## src/rtl/conv2_k_mem_write.sv

```systemverilog
// Purpose: streams host weights into the conv2 kernel RAM. Kernel k, tap t is written at k*KSIZE + t.
// Latency: one cycle from an accepted word to its wr_en/wr_addr/wr_data; done rises one cycle after the final write.
// Backpressure: in_ready is high only while loading and depends on state alone; a low in_valid holds progress.
// Optional feature: define KMEM_CHECKSUM_EN to build the 16-bit running checksum. Otherwise checksum is tied to zero.
module conv2_k_mem_write #(
    parameter int DATA_W   = 8,
    parameter int ADDR_W   = 8,
    parameter int KSIZE    = 25,
    parameter int NKERNELS = 6
) (
    input  logic              clk,
    input  logic              reset,      // active-low, asynchronous
    input  logic              start,
    input  logic [DATA_W-1:0] in_data,
    input  logic              in_valid,
    output logic              in_ready,
    output logic [ADDR_W-1:0] wr_addr,
    output logic [DATA_W-1:0] wr_data,
    output logic              wr_en,
    output logic              done,
    output logic [15:0]       checksum
);

    localparam int TAP_W  = (KSIZE > 1)    ? $clog2(KSIZE)    : 1;
    localparam int KERN_W = (NKERNELS > 1) ? $clog2(NKERNELS) : 1;

    localparam logic [TAP_W-1:0]  TAP_LAST  = TAP_W'(KSIZE - 1);
    localparam logic [KERN_W-1:0] KERN_LAST = KERN_W'(NKERNELS - 1);
    localparam logic [ADDR_W-1:0] KSIZE_A   = ADDR_W'(KSIZE);

    typedef enum logic [1:0] {
        S_IDLE = 2'd0,
        S_LOAD = 2'd1,
        S_DONE = 2'd2
    } state_t;

    state_t            state_q, state_d;
    logic [TAP_W-1:0]  tap_q, tap_d;
    logic [KERN_W-1:0] kern_q, kern_d;
    logic [ADDR_W-1:0] wr_addr_q, wr_addr_d;
    logic [DATA_W-1:0] wr_data_q, wr_data_d;
    logic              wr_en_q, wr_en_d;
    logic              done_q, done_d;

    logic              accept;
    logic              last_word;
    logic [ADDR_W-1:0] cur_addr;

`ifdef KMEM_CHECKSUM_EN
    logic [15:0] checksum_q, checksum_d;
`endif

    // Ready is a pure function of state so the host never sees a combinational loop through in_valid.
    assign in_ready = (state_q == S_LOAD);

    // Address of the word being offered this cycle; sized so the full load fits without wrapping.
    always_comb begin
        accept    = in_valid && (state_q == S_LOAD);
        last_word = (kern_q == KERN_LAST) && (tap_q == TAP_LAST);
        cur_addr  = ADDR_W'(kern_q) * KSIZE_A + ADDR_W'(tap_q);
    end

    // Next-state logic: load sequencing, write strobe generation and done flag.
    always_comb begin
        state_d   = state_q;
        tap_d     = tap_q;
        kern_d    = kern_q;
        wr_addr_d = wr_addr_q;
        wr_data_d = wr_data_q;
        wr_en_d   = 1'b0;
        done_d    = 1'b0;
`ifdef KMEM_CHECKSUM_EN
        checksum_d = checksum_q;
`endif

        case (state_q)
            S_IDLE: begin
                if (start) begin
                    state_d = S_LOAD;
                    tap_d   = '0;
                    kern_d  = '0;
`ifdef KMEM_CHECKSUM_EN
                    checksum_d = 16'h0000;
`endif
                end
            end

            S_LOAD: begin
                // start is deliberately ignored here so a stray pulse cannot corrupt a load in flight.
                if (accept) begin
                    wr_en_d   = 1'b1;
                    wr_addr_d = cur_addr;
                    wr_data_d = in_data;
`ifdef KMEM_CHECKSUM_EN
                    checksum_d = checksum_q + 16'(in_data);
`endif
                    if (last_word) begin
                        state_d = S_DONE;
                        tap_d   = '0;
                        kern_d  = '0;
                    end else if (tap_q == TAP_LAST) begin
                        tap_d  = '0;
                        kern_d = kern_q + KERN_W'(1);
                    end else begin
                        tap_d = tap_q + TAP_W'(1);
                    end
                end
            end

            S_DONE: begin
                // done goes high one cycle after the final write, so the RAM holds every word when it is seen.
                done_d = 1'b1;
                if (start) begin
                    done_d  = 1'b0;
                    state_d = S_LOAD;
                    tap_d   = '0;
                    kern_d  = '0;
`ifdef KMEM_CHECKSUM_EN
                    checksum_d = 16'h0000;
`endif
                end
            end

            default: begin
                state_d = S_IDLE;
            end
        endcase
    end

    // State and registered outputs; reset discards any partial load.
    always_ff @(posedge clk or negedge reset) begin
        if (!reset) begin
            state_q   <= S_IDLE;
            tap_q     <= '0;
            kern_q    <= '0;
            wr_addr_q <= '0;
            wr_data_q <= '0;
            wr_en_q   <= 1'b0;
            done_q    <= 1'b0;
        end else begin
            state_q   <= state_d;
            tap_q     <= tap_d;
            kern_q    <= kern_d;
            wr_addr_q <= wr_addr_d;
            wr_data_q <= wr_data_d;
            wr_en_q   <= wr_en_d;
            done_q    <= done_d;
        end
    end

`ifdef KMEM_CHECKSUM_EN
    // Running sum of accepted words, frozen once the load completes.
    always_ff @(posedge clk or negedge reset) begin
        if (!reset) begin
            checksum_q <= 16'h0000;
        end else begin
            checksum_q <= checksum_d;
        end
    end

    assign checksum = checksum_q;
`else
    assign checksum = 16'h0000;
`endif

    assign wr_addr = wr_addr_q;
    assign wr_data = wr_data_q;
    assign wr_en   = wr_en_q;
    assign done    = done_q;

endmodule

```

## config.mk

```make
export PLATFORM = sky130hd
export DESIGN_NAME = conv2_k_mem_write
export DESIGN_NICKNAME = d
export VERILOG_FILES = /design/src/rtl/conv2_k_mem_write.sv
export SDC_FILE = /design/constraint.sdc
export NUM_CORES = 1
export LEC_CHECK = 0
export BUFFER_PORTS_ARGS = -buffer_cell sky130_fd_sc_hd__buf_2
export CAP_MARGIN = 20
export CORE_MARGIN = 2
export CORE_UTILIZATION = 33
export DETAILED_ROUTE_END_ITERATION = 7
export PLACE_DENSITY_LB_ADDON = 0.08
export SLEW_MARGIN = 10
export SYNTH_ARGS = -nofsm -noshare
export SYNTH_HDL_FRONTEND = slang
export SYNTH_SLANG_ARGS = --single-unit
```

## constraint.sdc

```tcl
create_clock -name clk -period 4.1 [get_ports clk]
set_clock_uncertainty 0.15 [all_clocks]
set_input_delay 0.205 -clock clk [delete_from_list [all_inputs] [get_ports clk]]
set_output_delay 0.205 -clock clk [all_outputs]
set_load 0.02 [all_outputs]
```

==> results of run 1 <==
Yosys cell counts, drive strengths merged, types with 2 or more instances:
master   n  area share, %
ha      18             14
dfrtp   28             43
nand2   40            9.1
buf     20            9.3
nand2b   2           0.76
nand3    3           0.91
o21ai   11            3.3
a21oi    4            1.2
nor2     3           0.68
nor3     2           0.91
a21o     3            1.4
inv      8            1.8
xor2     3            1.6
o21bai   2           0.91
nand4    3            1.1
per-stage QoR:
| step | worst slack [ns] | instances | hold slack (ns) | utilization, % |
|---|---|---|---|---|
| 6_report | 1.56 | 276 | 0.125 | 40.7 |
| 5_1_grt | 1.37 | 276 | 0.145 | 40.7 |
| 4_1_cts | 1.54 | 276 | 0.125 | 40.7 |
| 3_5_place_dp | 1.57 | 262 | 0.122 | 37.4 |
| 3_3_place_gp | 1.63 | 262 | 0.122 | 37.4 |
| 2_1_floorplan | 1.72 | 186 | -0.241 | - |
cell usage in the layout (no fill, tap or decap), drive strengths merged, types with 2 or more instances in the layout:
master       Yosys  routed
a21o             3       3
a21oi            4       4
buf             20      30
clkbuf           1       4
conb             1      16
dfrtp           28      28
dlygate4sd3      0      10
ha              18      18
inv              8       8
nand2           40      40
nand2b           2       2
nand3            3       3
nand4            3       3
nor2             3       3
nor3             2       2
o21ai           11      11
o21bai           2       2
xor2             3       3
layer usage:
layer  vias up  track usage [%]  wire [um]
met3         4             3.21        105
met1       571             14.8       1470
met5         -                0          0
met2        23             20.7       1560
li1        622                -          -
met4         0             2.98         29
logic make-up (layout without fill, tap and decap cells):
family / count (synthesis) / in the layout
simple gates: 60 / 60
buf+inv: 30 / 53
compound gates: 28 / 28
flops: 28 / 28
fa+ha+maj: 19 / 19
xor+xnor: 4 / 4
other cells: 1 / 16
mux: 1 / 1
final timing paths:
check	endpoint	start	cells past startpoint
max in group asynchronous	tap_q[0]$_DFFE_PN0P_	reset	2
min in group asynchronous	wr_addr[5]$_DFFE_PN0P_	reset	2
worst min register to register	wr_data[7]$_DFFE_PN0P_	wr_data[7]$_DFFE_PN0P_	2
worst max-delay path	wr_addr[7]$_DFFE_PN0P_	kern_q[1]$_DFFE_PN0P_	9
worst max register to register	wr_addr[7]$_DFFE_PN0P_	kern_q[1]$_DFFE_PN0P_	9
worst min-delay path	state_q[0]$_DFFE_PN0P_	in_valid	4
power by group through the flow:
stage / sequential, W / clock (W) / combinational (W)
after floorplan: 0.000425 / 0 / 0.000170
final: 0.000380 / 0.000171 / 0.000289
after detailed placement: 0.000387 / 0 / 0.000286
after global routing: 0.000390 / 0.000193 / 0.000325
after CTS: 0.000381 / 0.000179 / 0.000295
after global placement: 0.000385 / 0 / 0.000285
repair_timing:
action | 4_1_cts | 5_1_grt
resized for setup | 0 | 0
endpoints found under the hold margin | 37 | 0
hold buffers | 10 | 0
worst max-delay path, stage by stage, from the launching register on:
cell                       delay [ns]
sky130_fd_sc_hd__dfrtp_1         0.43
sky130_fd_sc_hd__inv_1           0.09
sky130_fd_sc_hd__ha_1            0.28
sky130_fd_sc_hd__inv_1           0.04
sky130_fd_sc_hd__ha_1            0.28
sky130_fd_sc_hd__ha_1            0.36
sky130_fd_sc_hd__a21o_1          0.21
sky130_fd_sc_hd__a221oi_1        0.33
sky130_fd_sc_hd__xor2_1          0.16
sky130_fd_sc_hd__o21ai_0         0.08
state kept, by name, summed over array words and instances (netlist names):
register and cells:
wr_en 1, wr_addr 8, tap_q 5, kern_q 3
done 1, wr_data 8, state_q 2
layout make-up:
cell class | count | area [sq um]
Clock buffer | 4 | 55.1
Inverter | 9 | 38.8
Fill cell | 524 | 2820
Timing Repair Buffer | 40 | 250
Sequential cell | 28 | 701
Multi-Input combinational cell | 128 | 806
Tap cell | 67 | 83.8
==> run_results.csv, run 1 <==
group,metric,value,unit
cts,numCtsBuffers,3,
worst_setup_path,cp_data_required_time,4.11,ns
die,floorplan.initialDensity,34.6,%
synthesis,synth_area_in_compound_gates,10.8,%
power_and_ir_drop,power.density,434,mW/mm^2
sta,hold_viol_final,0,
drt,number_of_vias_after_detailed_routing,1220,
drt,average_vias_per_placed_instance,4.42,
layout,synthToLayoutAreaGrowth,17.6,%
die,floorplan.core_area,0.00475,sq mm
drt,initialDrtViolationCount,38,
synthesis,post_synth_xor_area_fraction,2.13,%
sta,max-slew-margin-rel,57.0,%
placement,place_hpwl,2430,um
global_route,grt_antenna_before_repair,0,
synthesis,post_synth_mux_area_share,0.684,%
die,chip_height,74.6,um
synthesis,synthArstFlopShare,100,%
cts,clk_latency,0.27,ns
sta,timing_worst_slew_pin_value,0.645,ns
drt,antenna_left,0,
power_and_ir_drop,share_comb_of_total_power,34.4,%
power_and_ir_drop,power.clock.fraction,20.3,%
die,die_w,74.6,um
worst_setup_path,data_arrival_critical_path,2.55,ns
sta,timing.fmax,393,MHz
cts,clk_pin_slew_worst_paths,0.09,ns
worst_setup_path,setup.worst_path.end_class,"flop",
job,drv_cap,0,
synthesis,synthesized_area_fraction_occupied_by_adder_cells,14.9,%
power_and_ir_drop,power.sequential.fraction,45.3,%
drt,routed_wire_length_per_instance,11.5,um
layout,finish.instance_area,0.00193,sq mm
die,die_area,0.00557,sq mm
synthesis,avgSynthCellArea,9.62,sq um
layout,antenna-diode-count,0,
cts,cts_max_path_buffers,2,
synthesis,synthSimpleGateAreaFrac,16.8,%
placement,io_buffers,30,
power_and_ir_drop,power.share.switching,37.1,%
power_and_ir_drop,static_leakage,1.02,nW
worst_setup_path,regToRegSetupSlack,1.56,ns
drt,drt-pass1-iter-count,4,
synthesis,most_used_flip_flop_cell_after_synthesis,"sky130_fd_sc_hd__dfrtp_1",
cts,cts.sinks,28,
power_and_ir_drop,ir_drop,238,uV
placement,placer_congestion_estimate,0.840,
global_route,grt_pass1_wl,5050,um
global_route,grt_start_max_net_pins,29,
layout,layout-drive-gt1-share,18.2,%
sta,timing.final.setup_violations,0,
power_and_ir_drop,fin_total_pwr,0.000839,W
die,ios,47,
power_and_ir_drop,switching_power,0.000311,W
layout,finish.net_count,241,
placement,postPlaceCellArea,0.00178,sq mm
synthesis,summed_instance_area_of_the_synthesized_netlist,0.00165,sq mm
worst_setup_path,criticalPathCategory,"flop to flop",
power_and_ir_drop,p_int,0.000528,W
drt,post-route-drc-count,0,
sta,period_share,62.0,%
global_route,globalRouteTotalUtil,11.9,%
cts,cts_setup_buffers,0,
cts,tritoncts,"yes",
global_route,overflow,0,
sta,min_period,2.54,ns
synthesis,synth-edff-count,0,
cts,h-tree-depth,1,
hold_path,hold_path_class,"input pin to flop",
global_route,number_of_global_route_vias_before_repair,1119,
synthesis,postSynthCellCount,171,
sta,unrepaired_setup_endpoints_after_global_routing,"false",
synthesis,dominant_combinational_cell_family_by_area_after_synthesis,"simple AND/OR/NAND/NOR gates",
sta,final-max-slew-violation-count,0,
synthesis,ys_types,40,
synthesis,seq_area_frac_synth,42.6,%
synthesis,yosysWarnings,0,
drt,wirelength,3160,um
status,status,"complete, no violations",
worst_setup_path,path_max_fanout,5,
sta,tns,0,ns
synthesis,yosys_reg_bits,28,
worst_setup_path,start_kind,"flop",
cts,clock-root-buffer,"sky130_fd_sc_hd__clkbuf_8",
die,placementRows,25,
Note: power is estimated with default switching activity, not from simulation.
==> run 2: changes to the inputs <==
==> constraint.sdc (replaced) <==
create_clock -name clk -period 2.6 [get_ports clk]
set_clock_uncertainty 0.15 [all_clocks]
set_input_delay 0.13 -clock clk [delete_from_list [all_inputs] [get_ports clk]]
set_output_delay 0.13 -clock clk [all_outputs]
set_load 0.02 [all_outputs]
==> run_results.csv, run 2 (synthesis results as in run 1) <==
group,metric,value,unit
power_and_ir_drop,fin_total_pwr,0.00129,W
power_and_ir_drop,power.density,665,mW/mm^2
layout,layout-drive-gt1-share,19.6,%
die,die_w,74.6,um
sta,hold_viol_final,0,
placement,io_buffers,30,
global_route,grt_antenna_before_repair,0,
cts,cts.sinks,28,
drt,post-route-drc-count,0,
sta,timing.final.setup_violations,0,
global_route,overflow,0,
layout,layout_common_cells,"40 x sky130_fd_sc_hd__nand2_1, 30 x sky130_fd_sc_hd__buf_2, 27 x sky130_fd_sc_hd__dfrtp_1, 17 x sky130_fd_sc_hd__ha_1, 16 x sky130_fd_sc_hd__conb_1",
sta,final-max-slew-violation-count,0,
cts,clock-root-buffer,"sky130_fd_sc_hd__clkbuf_8",
cts,clk_latency,0.27,ns
drt,drt-pass1-iter-count,4,
worst_setup_path,cp_data_required_time,2.60,ns
drt,initialDrtViolationCount,41,
cts,numCtsBuffers,3,
hold_path,min_path_cells,4,
die,placementRows,25,
cts,cts_max_path_buffers,2,
cts,tritoncts,"yes",
global_route,number_of_global_route_vias_before_repair,1174,
layout,synthToLayoutAreaGrowth,17.8,%
worst_setup_path,path_max_fanout,6,
worst_setup_path,criticalPathCategory,"flop to flop",
sta,tns,0,ns
sta,min_period,2.44,ns
cts,clk_pin_slew_worst_paths,0.09,ns
die,floorplan.core_area,0.00475,sq mm
hold_path,hold_path_class,"input pin to flop",
worst_setup_path,timing.reg2reg.worst_path_depth,8,
placement,place_hpwl,2490,um
placement,placer_congestion_estimate,0.867,
die,floorplan.initialDensity,34.6,%
die,chip_height,74.6,um
global_route,globalRouteTotalUtil,12.1,%
job,drv_cap,0,
sta,fin_hold_ws,0.0557,ns
sta,timing.fmax,409,MHz
die,die_area,0.00557,sq mm
drt,wirelength,3270,um
layout,finish.net_count,242,
sta,timing_worst_slew_pin_value,0.613,ns
sta,period_share,94.0,%
sta,unrepaired_setup_endpoints_after_global_routing,"false",
drt,average_vias_per_placed_instance,4.47,
drt,number_of_vias_after_detailed_routing,1235,
power_and_ir_drop,static_leakage,1.01,nW
layout,layout_commonest_cell,"sky130_fd_sc_hd__nand2_1",
cts,h-tree-depth,1,
worst_setup_path,data_arrival_critical_path,2.44,ns
status,status,"complete, no violations",
layout,antenna-diode-count,0,
global_route,grt_start_max_net_pins,29,
power_and_ir_drop,ir_drop,233,uV
global_route,grt_pass1_wl,5230,um
drt,antenna_left,0,
worst_setup_path,setup.worst_path.end_class,"flop",
drt,routed_wire_length_per_instance,11.8,um
sta,max-slew-margin-rel,59.1,%
die,ios,47,
worst_setup_path,start_kind,"flop",
## run 2: path summary, 6_finish.rpt
path / to / slack [ns] / startpoint
worst max-delay path: wr_addr[7]$_DFFE_PN0P_ / 0.16 / kern_q[0]$_DFFE_PN0P_
worst max register to register: wr_addr[7]$_DFFE_PN0P_ / 0.16 / kern_q[0]$_DFFE_PN0P_
max in group asynchronous: kern_q[1]$_DFFE_PN0P_ / 1.61 / reset
worst min register to register: wr_data[4]$_DFFE_PN0P_ / 0.33 / wr_data[4]$_DFFE_PN0P_
min in group asynchronous: wr_addr[4]$_DFFE_PN0P_ / 0.25 / reset
worst min-delay path: state_q[0]$_DFFE_PN0P_ / 0.06 / in_valid
## run 2: what timing repair did
item                       CTS  global route
hold buffers                10             0
hold endpoints to repair    37             0
resized for setup            0             3
buffers inserted             0             0
setup endpoints to repair    0             1
## run 2: per-stage QoR
stage / area, sq um / util (%) / worst slack (ns) / instances
2_1_floorplan: 1700 / - / 0.223 / 186
3_3_place_gp: 1790 / 37.6 / 0.130 / 263
3_5_place_dp: 1790 / 37.6 / 0.0405 / 263
4_1_cts: 1930 / 40.6 / 0.0255 / 276
5_1_grt: 1940 / 40.8 / 0.0482 / 276
6_report: 1940 / 40.8 / 0.157 / 276
## run 2: critical path, cell delays in order (launching register included)
cell,delay (ns)
sky130_fd_sc_hd__dfrtp_1,0.46
sky130_fd_sc_hd__ha_1,0.33
sky130_fd_sc_hd__inv_1,0.05
sky130_fd_sc_hd__ha_1,0.28
sky130_fd_sc_hd__ha_1,0.37
sky130_fd_sc_hd__and3_1,0.19
sky130_fd_sc_hd__a221oi_2,0.27
sky130_fd_sc_hd__xor2_1,0.16
sky130_fd_sc_hd__o21ai_0,0.08
## run 2: routing by layer
| layer | vias to the layer above | wire (um) | part of all wire, % | global-route usage, % |
|---|---|---|---|---|
| li1 | 623 | - | - | - |
| met4 | 0 | 17 | 0.52 | 2.78 |
| met2 | 30 | 1660 | 51 | 21.1 |
| met1 | 580 | 1490 | 46 | 15.1 |
| met5 | - | 0 | 0 | 0 |
| met3 | 2 | 106 | 3.2 | 2.95 |
## run 2: final cells by class
type / instances / area [sq um]
timing repair buffer: 41 / 258
sequential: 28 / 702
inverter: 9 / 38.8
clock buffer: 3 / 41.3
tap: 67 / 83.8
fill: 506 / 2820
multi-input combinational: 128 / 815
## run 2: report_power, final
group / leakage, nW / switching, W / internal (W)
clock network: 0.0216 / 0.000124 / 0.000104
registers: 0.345 / 0.0000776 / 0.000524
logic: 0.648 / 0.000285 / 0.000174
==> run 3: changes to the inputs <==
--- a/config.mk
+++ b/config.mk
@@ -5,10 +5,10 @@
 export SDC_FILE = /design/constraint.sdc
 export NUM_CORES = 1
 export LEC_CHECK = 0
-export BUFFER_PORTS_ARGS = -buffer_cell sky130_fd_sc_hd__buf_2
+export BUFFER_PORTS_ARGS = -buffer_cell sky130_fd_sc_hd__buf_4
 export CAP_MARGIN = 20
 export CORE_MARGIN = 2
-export CORE_UTILIZATION = 33
+export CORE_UTILIZATION = 51
 export DETAILED_ROUTE_END_ITERATION = 7
 export PLACE_DENSITY_LB_ADDON = 0.08
 export SLEW_MARGIN = 10
==> run_results.csv, run 3 (synthesis results as in run 1) <==
group,metric,value,unit
worst_setup_path,data_arrival_critical_path,2.53,ns
worst_setup_path,cp_data_required_time,2.67,ns
placement,io_buffers,30,
placement,placer_congestion_estimate,0.815,
worst_setup_path,reg2reg_to,"wr_addr[7]$_DFFE_PN0P_",
power_and_ir_drop,ir_drop,381,uV
cts,h-tree-depth,1,
worst_setup_path,path_max_fanout,5,
power_and_ir_drop,p_int,0.000901,W
cts,cts_max_path_buffers,2,
global_route,number_of_global_route_vias_before_repair,1196,
sta,hold_viol_final,0,
power_and_ir_drop,switching_power,0.000503,W
layout,layout_common_cells,"40 x sky130_fd_sc_hd__nand2_1, 31 x sky130_fd_sc_hd__buf_4, 28 x sky130_fd_sc_hd__dfrtp_1, 16 x sky130_fd_sc_hd__ha_1, 16 x sky130_fd_sc_hd__conb_1",
worst_setup_path,timing.reg2reg.worst_path_depth,9,
global_route,globalRouteTotalUtil,19.4,%
worst_setup_path,worst_r2r_startpoint,"kern_q[1]$_DFFE_PN0P_",
status,status,"complete, no violations",
die,die_w,60.8,um
die,die_area,0.00370,sq mm
sta,tns,0,ns
sta,unrepaired_setup_endpoints_after_global_routing,"false",
cts,clk_latency,0.32,ns
sta,period_share,94.7,%
placement,place_hpwl,2370,um
drt,post-route-drc-count,0,
drt,antenna_left,0,
power_and_ir_drop,power.sequential.fraction,42.7,%
power_and_ir_drop,power.clock.fraction,20.4,%
cts,clock-root-buffer,"sky130_fd_sc_hd__clkbuf_4",
worst_setup_path,start_kind,"flop",
die,placementRows,20,
global_route,grt_pass1_wl,5350,um
drt,number_of_vias_after_detailed_routing,1268,
drt,routed_wire_length_per_instance,12.7,um
cts,cts.sinks,28,
power_and_ir_drop,static_leakage,1.05,nW
die,chip_height,60.8,um
die,floorplan.initialDensity,53.9,%
power_and_ir_drop,share_comb_of_total_power,37.0,%
cts,numCtsBuffers,3,
layout,synthToLayoutAreaGrowth,23.2,%
global_route,grt_antenna_before_repair,0,
drt,average_vias_per_placed_instance,4.97,
job,drv_cap,0,
sta,timing.fmax,406,MHz
hold_path,hold_path_class,"input pin to async pin",
sta,fin_hold_ws,0.0912,ns
die,ios,47,
worst_setup_path,crit_path_top_delay_cell,"sky130_fd_sc_hd__dfrtp_1",
layout,layout_commonest_cell,"sky130_fd_sc_hd__nand2_1",
sta,final-max-slew-violation-count,0,
layout,finish.net_count,243,
drt,drt-pass1-iter-count,4,
worst_setup_path,worstPathCellList,"inv_1 -> ha_1 -> inv_1 -> ha_1 -> ha_4 -> a21o_1 -> a221oi_2 -> xor2_1 -> o21ai_0",
cts,tritoncts,"yes",
sta,timing.final.setup_violations,0,
layout,final_cells,255,
layout,final.fill_count,278,
drt,wirelength,3230,um
sta,min_period,2.46,ns
cts,clk_pin_slew_worst_paths,0.15,ns
worst_setup_path,regToRegSetupSlack,0.14,ns
worst_setup_path,criticalPathCategory,"flop to flop",
placement,dpl.cell_count,240,
layout,layout-drive-gt1-share,19.9,%
power_and_ir_drop,power.share.switching,35.8,%
global_route,overflow,0,
drt,initialDrtViolationCount,31,
die,floorplan.core_area,0.00305,sq mm
global_route,grt_start_max_net_pins,29,
power_and_ir_drop,power.density,693,mW/mm^2
layout,antenna-diode-count,0,
worst_setup_path,critical-path-max-stage-delay,0.45,ns
worst_setup_path,setup.worst_path.end_class,"flop",
## run 3: cell types whose count changed in the layout (fill, tap and decap cells not counted), sizes merged
cell and change:
dlygate4sd3 +1, bufinv +1
## run 3: final cells by class
cell class | count | area [sq um] | area share [%]
Tap cell | 44 | 55.1 | 2.72
Clock buffer | 3 | 22.5 | 1.11
Clock inverter | 1 | 30.0 | 1.48
Inverter | 9 | 38.8 | 1.91
Sequential cell | 28 | 701 | 34.6
Multi-Input combinational cell | 128 | 837 | 41.3
Timing Repair Buffer | 42 | 343 | 16.9
## run 3: timing repair
item                                   CTS  global route
gates resized for setup                  0             3
hold buffers                            11             0
setup endpoints to repair                0             1
endpoints found under the hold margin   39             0
setup buffers                            0             0
## run 3: power by group through the flow
stage	Combinational, W	Sequential, W	Clock [W]
2_1_floorplan	0.000268	0.000670	0
3_3_place_gp	0.000483	0.000606	0
3_5_place_dp	0.000499	0.000610	0
4_1_cts	0.000515	0.000601	0.000295
5_1_grt	0.000583	0.000617	0.000312
6_report	0.000519	0.000600	0.000286
## run 3: through the flow
step | utilization, % | setup slack [ns] | total power (W) | instance area (sq um)
floorplan | - | 0.223 | 0.000939 | 1700
global placement | 60.0 | 0.151 | 0.00109 | 1830
detailed placement | 60.0 | 0.0494 | 0.00111 | 1830
CTS | 65.4 | 0.0452 | 0.00141 | 2000
global route | 66.4 | 0.0253 | 0.00151 | 2030
finish | 66.4 | 0.138 | 0.00140 | 2030
## run 3: critical path, delay by kind of cell, from the launching register on
kind                     cells  cell delay [ns]
AO/OA/AOI/OAI                3             0.58
XOR/XNOR                     1             0.16
adder cells (fa/ha/maj)      3             0.87
buffers and inverters        2             0.14
flip-flops                   1             0.45
## run 3: metal layers
metal,global-route usage (%),wire [um],vias up
li1,-,-,626
met1,25.2,1410,615
met2,34.3,1710,25
met3,2.56,93,2
met4,4.66,12,0
met5,0,0,-
## run 3: how the worst max path moves through the flow
stage / slack [ns] / from / cells after the start / end
2_1_floorplan: 0.22 / kern_q[1]$_DFFE_PN0P_ / 9 / wr_addr[7]$_DFFE_PN0P_
3_3_place_gp: 0.15 / kern_q[1]$_DFFE_PN0P_ / 9 / wr_addr[7]$_DFFE_PN0P_
3_5_place_dp: 0.05 / kern_q[1]$_DFFE_PN0P_ / 9 / wr_addr[7]$_DFFE_PN0P_
4_1_cts: 0.05 / kern_q[1]$_DFFE_PN0P_ / 9 / wr_addr[7]$_DFFE_PN0P_
5_1_grt: 0.03 / kern_q[1]$_DFFE_PN0P_ / 9 / wr_addr[7]$_DFFE_PN0P_
6_report: 0.14 / kern_q[1]$_DFFE_PN0P_ / 9 / wr_addr[7]$_DFFE_PN0P_
